==> config.mk <==
export PLATFORM = sky130hd
export DESIGN_NAME = burst_shift_register
export DESIGN_NICKNAME = d
export VERILOG_FILES = /design/src/rtl/burst_shift_register.sv
export SDC_FILE = /design/constraint.sdc
export NUM_CORES = 1
export LEC_CHECK = 0
export CAP_MARGIN = 20
export CORE_MARGIN = 3
export CORE_UTILIZATION = 30
export CTS_BUF_LIST = sky130_fd_sc_hd__clkbuf_8
export CTS_CLUSTER_DIAMETER = 30
export CTS_CLUSTER_SIZE = 28
export DETAILED_ROUTE_END_ITERATION = 8
export GPL_TIMING_DRIVEN = 0
export PLACE_DENSITY = 0.62
export SLEW_MARGIN = 20
export SYNTH_ARGS = -nofsm -noshare
export SYNTH_HDL_FRONTEND = slang
export SYNTH_SLANG_ARGS = --single-unit
==> constraint.sdc <==
create_clock -name clk -period 3.3 [get_ports clk]
set_input_delay 0.66 -clock clk [delete_from_list [all_inputs] [get_ports clk]]
set_output_delay 0.66 -clock clk [all_outputs]
set_load 0.1 [all_outputs]
==> src/rtl/burst_shift_register.sv <==
// burst_shift_register: multi-mode shifter that performs a burst of single-bit
// logical/arithmetic/rotate shifts from one start command, with busy/done
// status and a serial tap of the last bit shifted out.
module burst_shift_register #(
  parameter int WIDTH = 8,
  parameter int CNT_W = $clog2(WIDTH + 1)
) (
  input  logic             clk,
  input  logic             rst,
  input  logic             load_i,
  input  logic [WIDTH-1:0] word_i,
  input  logic             start_i,
  input  logic [2:0]       op_i,
  input  logic [CNT_W-1:0] amount_i,
  input  logic             serial_i,
  input  logic             abort_i,
  output logic [WIDTH-1:0] out_o,
  output logic             serial_o,
  output logic             busy_o,
  output logic             done_o
);

  typedef enum logic {
    IDLE  = 1'b0,
    SHIFT = 1'b1
  } state_t;

  localparam logic [2:0] OP_LSL = 3'd0;
  localparam logic [2:0] OP_LSR = 3'd1;
  localparam logic [2:0] OP_ASR = 3'd2;
  localparam logic [2:0] OP_ROL = 3'd3;
  localparam logic [2:0] OP_ROR = 3'd4;

  state_t           state_q, state_d;
  logic [CNT_W-1:0] cnt_q, cnt_d;
  logic [2:0]       op_q, op_d;
  logic [WIDTH-1:0] out_q, out_d;
  logic             ser_q, ser_d;
  logic             done_q, done_d;
  logic [CNT_W-1:0] amt;

  assign amt = (amount_i > CNT_W'(WIDTH)) ? CNT_W'(WIDTH) : amount_i;

  // Next-state, datapath and status logic; priority abort > load > start.
  always_comb begin
    state_d = state_q;
    cnt_d   = cnt_q;
    op_d    = op_q;
    out_d   = out_q;
    ser_d   = ser_q;
    done_d  = 1'b0;
    case (state_q)
      IDLE: begin
        if (abort_i) begin
          // drop any load/start this cycle
        end else if (load_i) begin
          out_d = word_i;
        end else if (start_i) begin
          op_d = op_i;
          if (amt == '0) begin
            done_d = 1'b1;
          end else begin
            state_d = SHIFT;
            cnt_d   = amt;
          end
        end
      end
      SHIFT: begin
        if (abort_i) begin
          state_d = IDLE;
          cnt_d   = '0;
        end else begin
          case (op_q)
            OP_LSL: begin out_d = {out_q[WIDTH-2:0], serial_i};     ser_d = out_q[WIDTH-1]; end
            OP_LSR: begin out_d = {serial_i, out_q[WIDTH-1:1]};     ser_d = out_q[0];       end
            OP_ASR: begin out_d = {out_q[WIDTH-1], out_q[WIDTH-1:1]}; ser_d = out_q[0];     end
            OP_ROL: begin out_d = {out_q[WIDTH-2:0], out_q[WIDTH-1]}; ser_d = out_q[WIDTH-1]; end
            OP_ROR: begin out_d = {out_q[0], out_q[WIDTH-1:1]};     ser_d = out_q[0];       end
            default: begin end
          endcase
          cnt_d = cnt_q - 1'b1;
          if (cnt_q == CNT_W'(1)) begin
            state_d = IDLE;
            done_d  = 1'b1;
          end
        end
      end
      default: state_d = IDLE;
    endcase
  end

  // State and output registers with asynchronous reset.
  always_ff @(posedge clk or posedge rst) begin
    if (rst) begin
      state_q <= IDLE;
      cnt_q   <= '0;
      op_q    <= '0;
      out_q   <= '0;
      ser_q   <= 1'b0;
      done_q  <= 1'b0;
    end else begin
      state_q <= state_d;
      cnt_q   <= cnt_d;
      op_q    <= op_d;
      out_q   <= out_d;
      ser_q   <= ser_d;
      done_q  <= done_d;
    end
  end

  assign out_o    = out_q;
  assign serial_o = ser_q;
  assign busy_o   = (state_q == SHIFT);
  assign done_o   = done_q;

endmodule

==> key figures <==
Worst setup path
  • Critical path capture point type: primary output
  • Reg-to-reg critical path startpoint: op_q[1]
  • Top fanout value on the critical path: 6
  • Slowest cell on the critical path: clkdlybuf4s50_1
  • R2R Setup Slk: around 1.5 ns
  • Endpoint required time on the critical path: about 2.6 ns
  • Worst Path Arrival: 1.89 ns
  • Delay of the slowest cell on the worst path: approximately 1.2 ns
  • Worst reg2reg endpoint: out_o[4]
  • Number of cells traversed by the worst register-to-register path: 5
  • Count of buffer and inverter cells on the critical path: 1
  • Crit Path Class: register to primary output
  • Kind of cell adding the most delay to the critical path: buffers and inverters
  • Worst Setup Start Kind: register
  • Cell-by-cell trace of the critical path: clkdlybuf4s50_1

Yosys
  • Post-Synthesis Cells: approximately 120
  • Number of enable flip-flop cells after synthesis: 0
  • Syn. warnings: 0
  • Synthesized-area fraction occupied by ao, oa, aoi and oai cells: approximately 22%
  • Synth area leaders: dfrtp_1 39%, mux2i_1 6.9%, o211ai_1 4.5%, nand3b_1 3.9%, nand2_1 3.5%
  • Summed instance area of the synthesized netlist: around 1200 um^2
  • Portion of the post-synthesis area used by sequential elements: approximately two fifths
  • Fraction of synthesized cell area taken by the top area cell type: around 39%
  • Number of different library cells in the post-synthesis netlist: 40
  • Post-synthesis mux area share: between 9 and 10%
  • Main combinational cell family by area after synthesis: compound AO/OA/AOI/OAI gates
  • Average cell area after synthesis: between 9 and 10 um^2
  • Top cell type by total area after synthesis: dfrtp_1
  • Most instantiated cells after synthesis: 18 x dfrtp_1, 11 x nand2_1, 9 x inv_1
  • Predominant post-synthesis flop cell: dfrtp_1
  • Synth Net Count: approximately 150
  • Async SR Flop Fraction: 100%
  • Most repeated cell in the gate-level netlist after synthesis: dfrtp_1
  • Simple-Gate Fraction of Synth Area: 18.9%
  • Post-synthesis share of cell area spent on xor and xnor gates: 1.50%
  • Synthesis-stage register bit count: 18
  • Share of synthesized cell area in full adder, half adder and majority cells: approximately 2.1%

Timing
  • Maximum clock skew at final layout: around 0.0012 ns
  • Final number of max-transition violations: 0
  • Finish-stage setup viols: 0
  • Shortest clock period the worst path allows after layout: roughly 2.5 ns
  • Min Hold Slack: about 0.53 ns
  • Ratio of final minimum period to clock period: between 70% and 80%
  • Fin worst setup slack: between 0.7 and 0.8 ns
  • FMAX: between 300 and 400 MHz
  • Final total negative setup slack: 0 ns
  • Setup repair after global routing missed its margin: false
  • Max-Slew Margin vs Limit: between 30% and 40%
  • Worst Tran Pin Value: between 0.9 and 1 ns
  • Fin. Hold Viols: 0

Global route
  • Global routing usage summed across all routing layers: 13.7%
  • Antenna violations before repair: 0
  • Remaining global-route overflow: 0
  • Largest net degree at the start of global routing: 19
  • Via count of the first global-routing pass: approximately 1.1k
  • Wire length of the first global-routing pass: between 4000 and 5000 um

Detailed routing
  • Number of DRC markers in iteration 0: 58
  • Wire per inst: around 14 um
  • Pre-antenna DRT Iters: 4
  • Routed vias: ~1.1k
  • Routed Wire Length: between 2000 and 3000 um
  • Post-detailed-route via-to-cell ratio: ~5.2
  • Post-DRT Antenna Nets: 0
  • DRC violations left: 0

Power
  • Sequential group share of total power: 29.4%
  • Pwr Density: just over 700 nW/um^2
  • Power dissipated by switching net loads: 0.000542 W
  • Worst voltage drop across the vdd grid: about 0.31 mV
  • Switching share of total power: between 40% and 50%
  • Logic pwr share: 54.3%
  • Leakage Power: between 0.6 and 0.7 nW
  • Internal: 0.000580 W
  • Clock share of power: ~16%

Clock tree
  • Post-CTS setup buffer count: 0
  • Largest buffer count on any clock path: 2
  • Number of hold-repair buffers added at the cts stage: 0
  • Maximum level of the CTS H-tree: 1
  • Insertion delay to the later sink of the worst-skew pair: 0.25 ns
  • Clock root buffer: clkbuf_8
  • Number of buffers inserted during clock tree synthesis: 3
  • Cts repair resizes: 0
  • Clock edge transition at the registers on the reported setup and hold paths: ~0.07 ns
  • CTS sink count: 18
  • TritonCTS clock tree: yes

Placement
  • RePlAce Congestion: roughly 0.86
  • Post-DP HPWL: ~2300 um
  • Pre-CTS setup slack: about 0.93 ns
  • Count of port buffers added during placement: 30

Floorplan
  • Die footprint: 4670 um^2
  • Starting density of the core: between 30% and 40%
  • Placeable core area: about 3700 um^2
  • Horizontal die dimension: about 70 um
  • Number of core rows: 22
  • Ports placed on the boundary: 32
  • Vert. Die Dim: 68.3 um

Worst hold path
  • Hold EP: cnt_q[0]
  • Hold path start: cnt_q[0]
  • Hold path depth: 1
  • HP Class: register to register

Job
  • Number of max-capacitance violations reported: 0

Cells and area
  • Count of antenna diodes in the layout: 0
  • Nets@finish: around 180
  • Proportion of layout cells with a drive suffix above 1: approximately an eighth
  • Area delta synth->final: 35.7%
  • Post-layout utilization of the core: a little over two fifths

Status
  • Result of the run: finished, final reports clean
==> layout by cell type (no fill, tap or decap), types with 2 or more instances in the layout <==
cell type and instances:
nand2_1 11, inv_1 9, o22ai_1 2, buf_2 4, o21ai_0 4, nand3b_1 6
dfrtp_1 18, nand2b_1 2, clkbuf_8 4, nor2_1 7, mux2i_1 8, clkdlybuf4s50_1 30
ha_1 2, a21oi_1 7, mux2_2 3, nor3b_1 3, o211ai_1 7, a31oi_1 6
==> logic make-up after synthesis <==
kind of cell	count (synthesis)
DFF	18
muxes	11
and+or+nand+nor	38
xor gates and xnor gates	2
buffers and inverters	16
adders and majority gates	2
AOI/OAI and AO/OA	36
==> worst register-to-register path: cells and delay by family, from the launching register on <==
family	cells	cell delay, ns
and+or+nand+nor	2	0.40
buffers and inverters	1	0.17
AOI/OAI and AO/OA	2	0.79
DFF	1	0.35
==> worst max-delay path by stage <==
stage / end / startpoint / slack, ns / cells after the start
CTS: out_o[1] / out_o[1] / 0.76 / 1
finish: out_o[1] / out_o[1] / 0.75 / 1
global route: out_o[7] / out_o[7] / 0.71 / 1
detailed placement: op_q[1] / load_i / 0.93 / 4
floorplan: serial_o / busy_o / 1.15 / 5
global placement: op_q[2] / load_i / 0.96 / 4
==> registers in the layout (all words and copies together), names as in the netlist <==
register and cells:
done_o 1, out_o 8, op_q 3, cnt_q 4, serial_o 1, busy_o 1
==> area by class of cell <==
| cell class | instances | area [um^2] |
|---|---|---|
| Timing Repair Buffer | 30 | 300 |
| Sequential cell | 18 | 450 |
| Buffer | 7 | 42.5 |
| Tap cell | 48 | 60.1 |
| Clock buffer | 4 | 55.1 |
| Inverter | 9 | 33.8 |
| Fill cell | 382 | 2110 |
| Multi-Input combinational cell | 89 | 638 |
==> power groups by stage <==
stage	registers [W]	clock network (W)	logic, W
after floorplan	0.000556	0	0.000236
after global placement	0.000330	0	0.000601
after detailed placement	0.000332	0	0.000612
after CTS	0.000329	0.000188	0.000615
after global routing	0.000336	0.000200	0.000652
final	0.000330	0.000183	0.000610
==> stage by stage <==
| stage | std cells | cell area, um^2 | total power, W |
|---|---|---|---|
| 2_1_floorplan | 123 | 1160 | 0.000792 |
| 3_3_place_gp | 201 | 1530 | 0.000931 |
| 3_5_place_dp | 201 | 1530 | 0.000945 |
| 4_1_cts | 205 | 1580 | 0.00113 |
| 5_1_grt | 205 | 1580 | 0.00119 |
| 6_report | 205 | 1580 | 0.00112 |
==> per-layer routing <==
layer | vias up | share of wire [%] | track usage (%)
met5 | - | 0 | 0
met4 | 0 | 0.64 | 2.98
met3 | 2 | 5.8 | 3.45
met2 | 35 | 48 | 24.7
met1 | 517 | 45 | 16.3
li1 | 522 | - | -
No activity file was read; power rests on OpenSTA's default activity.
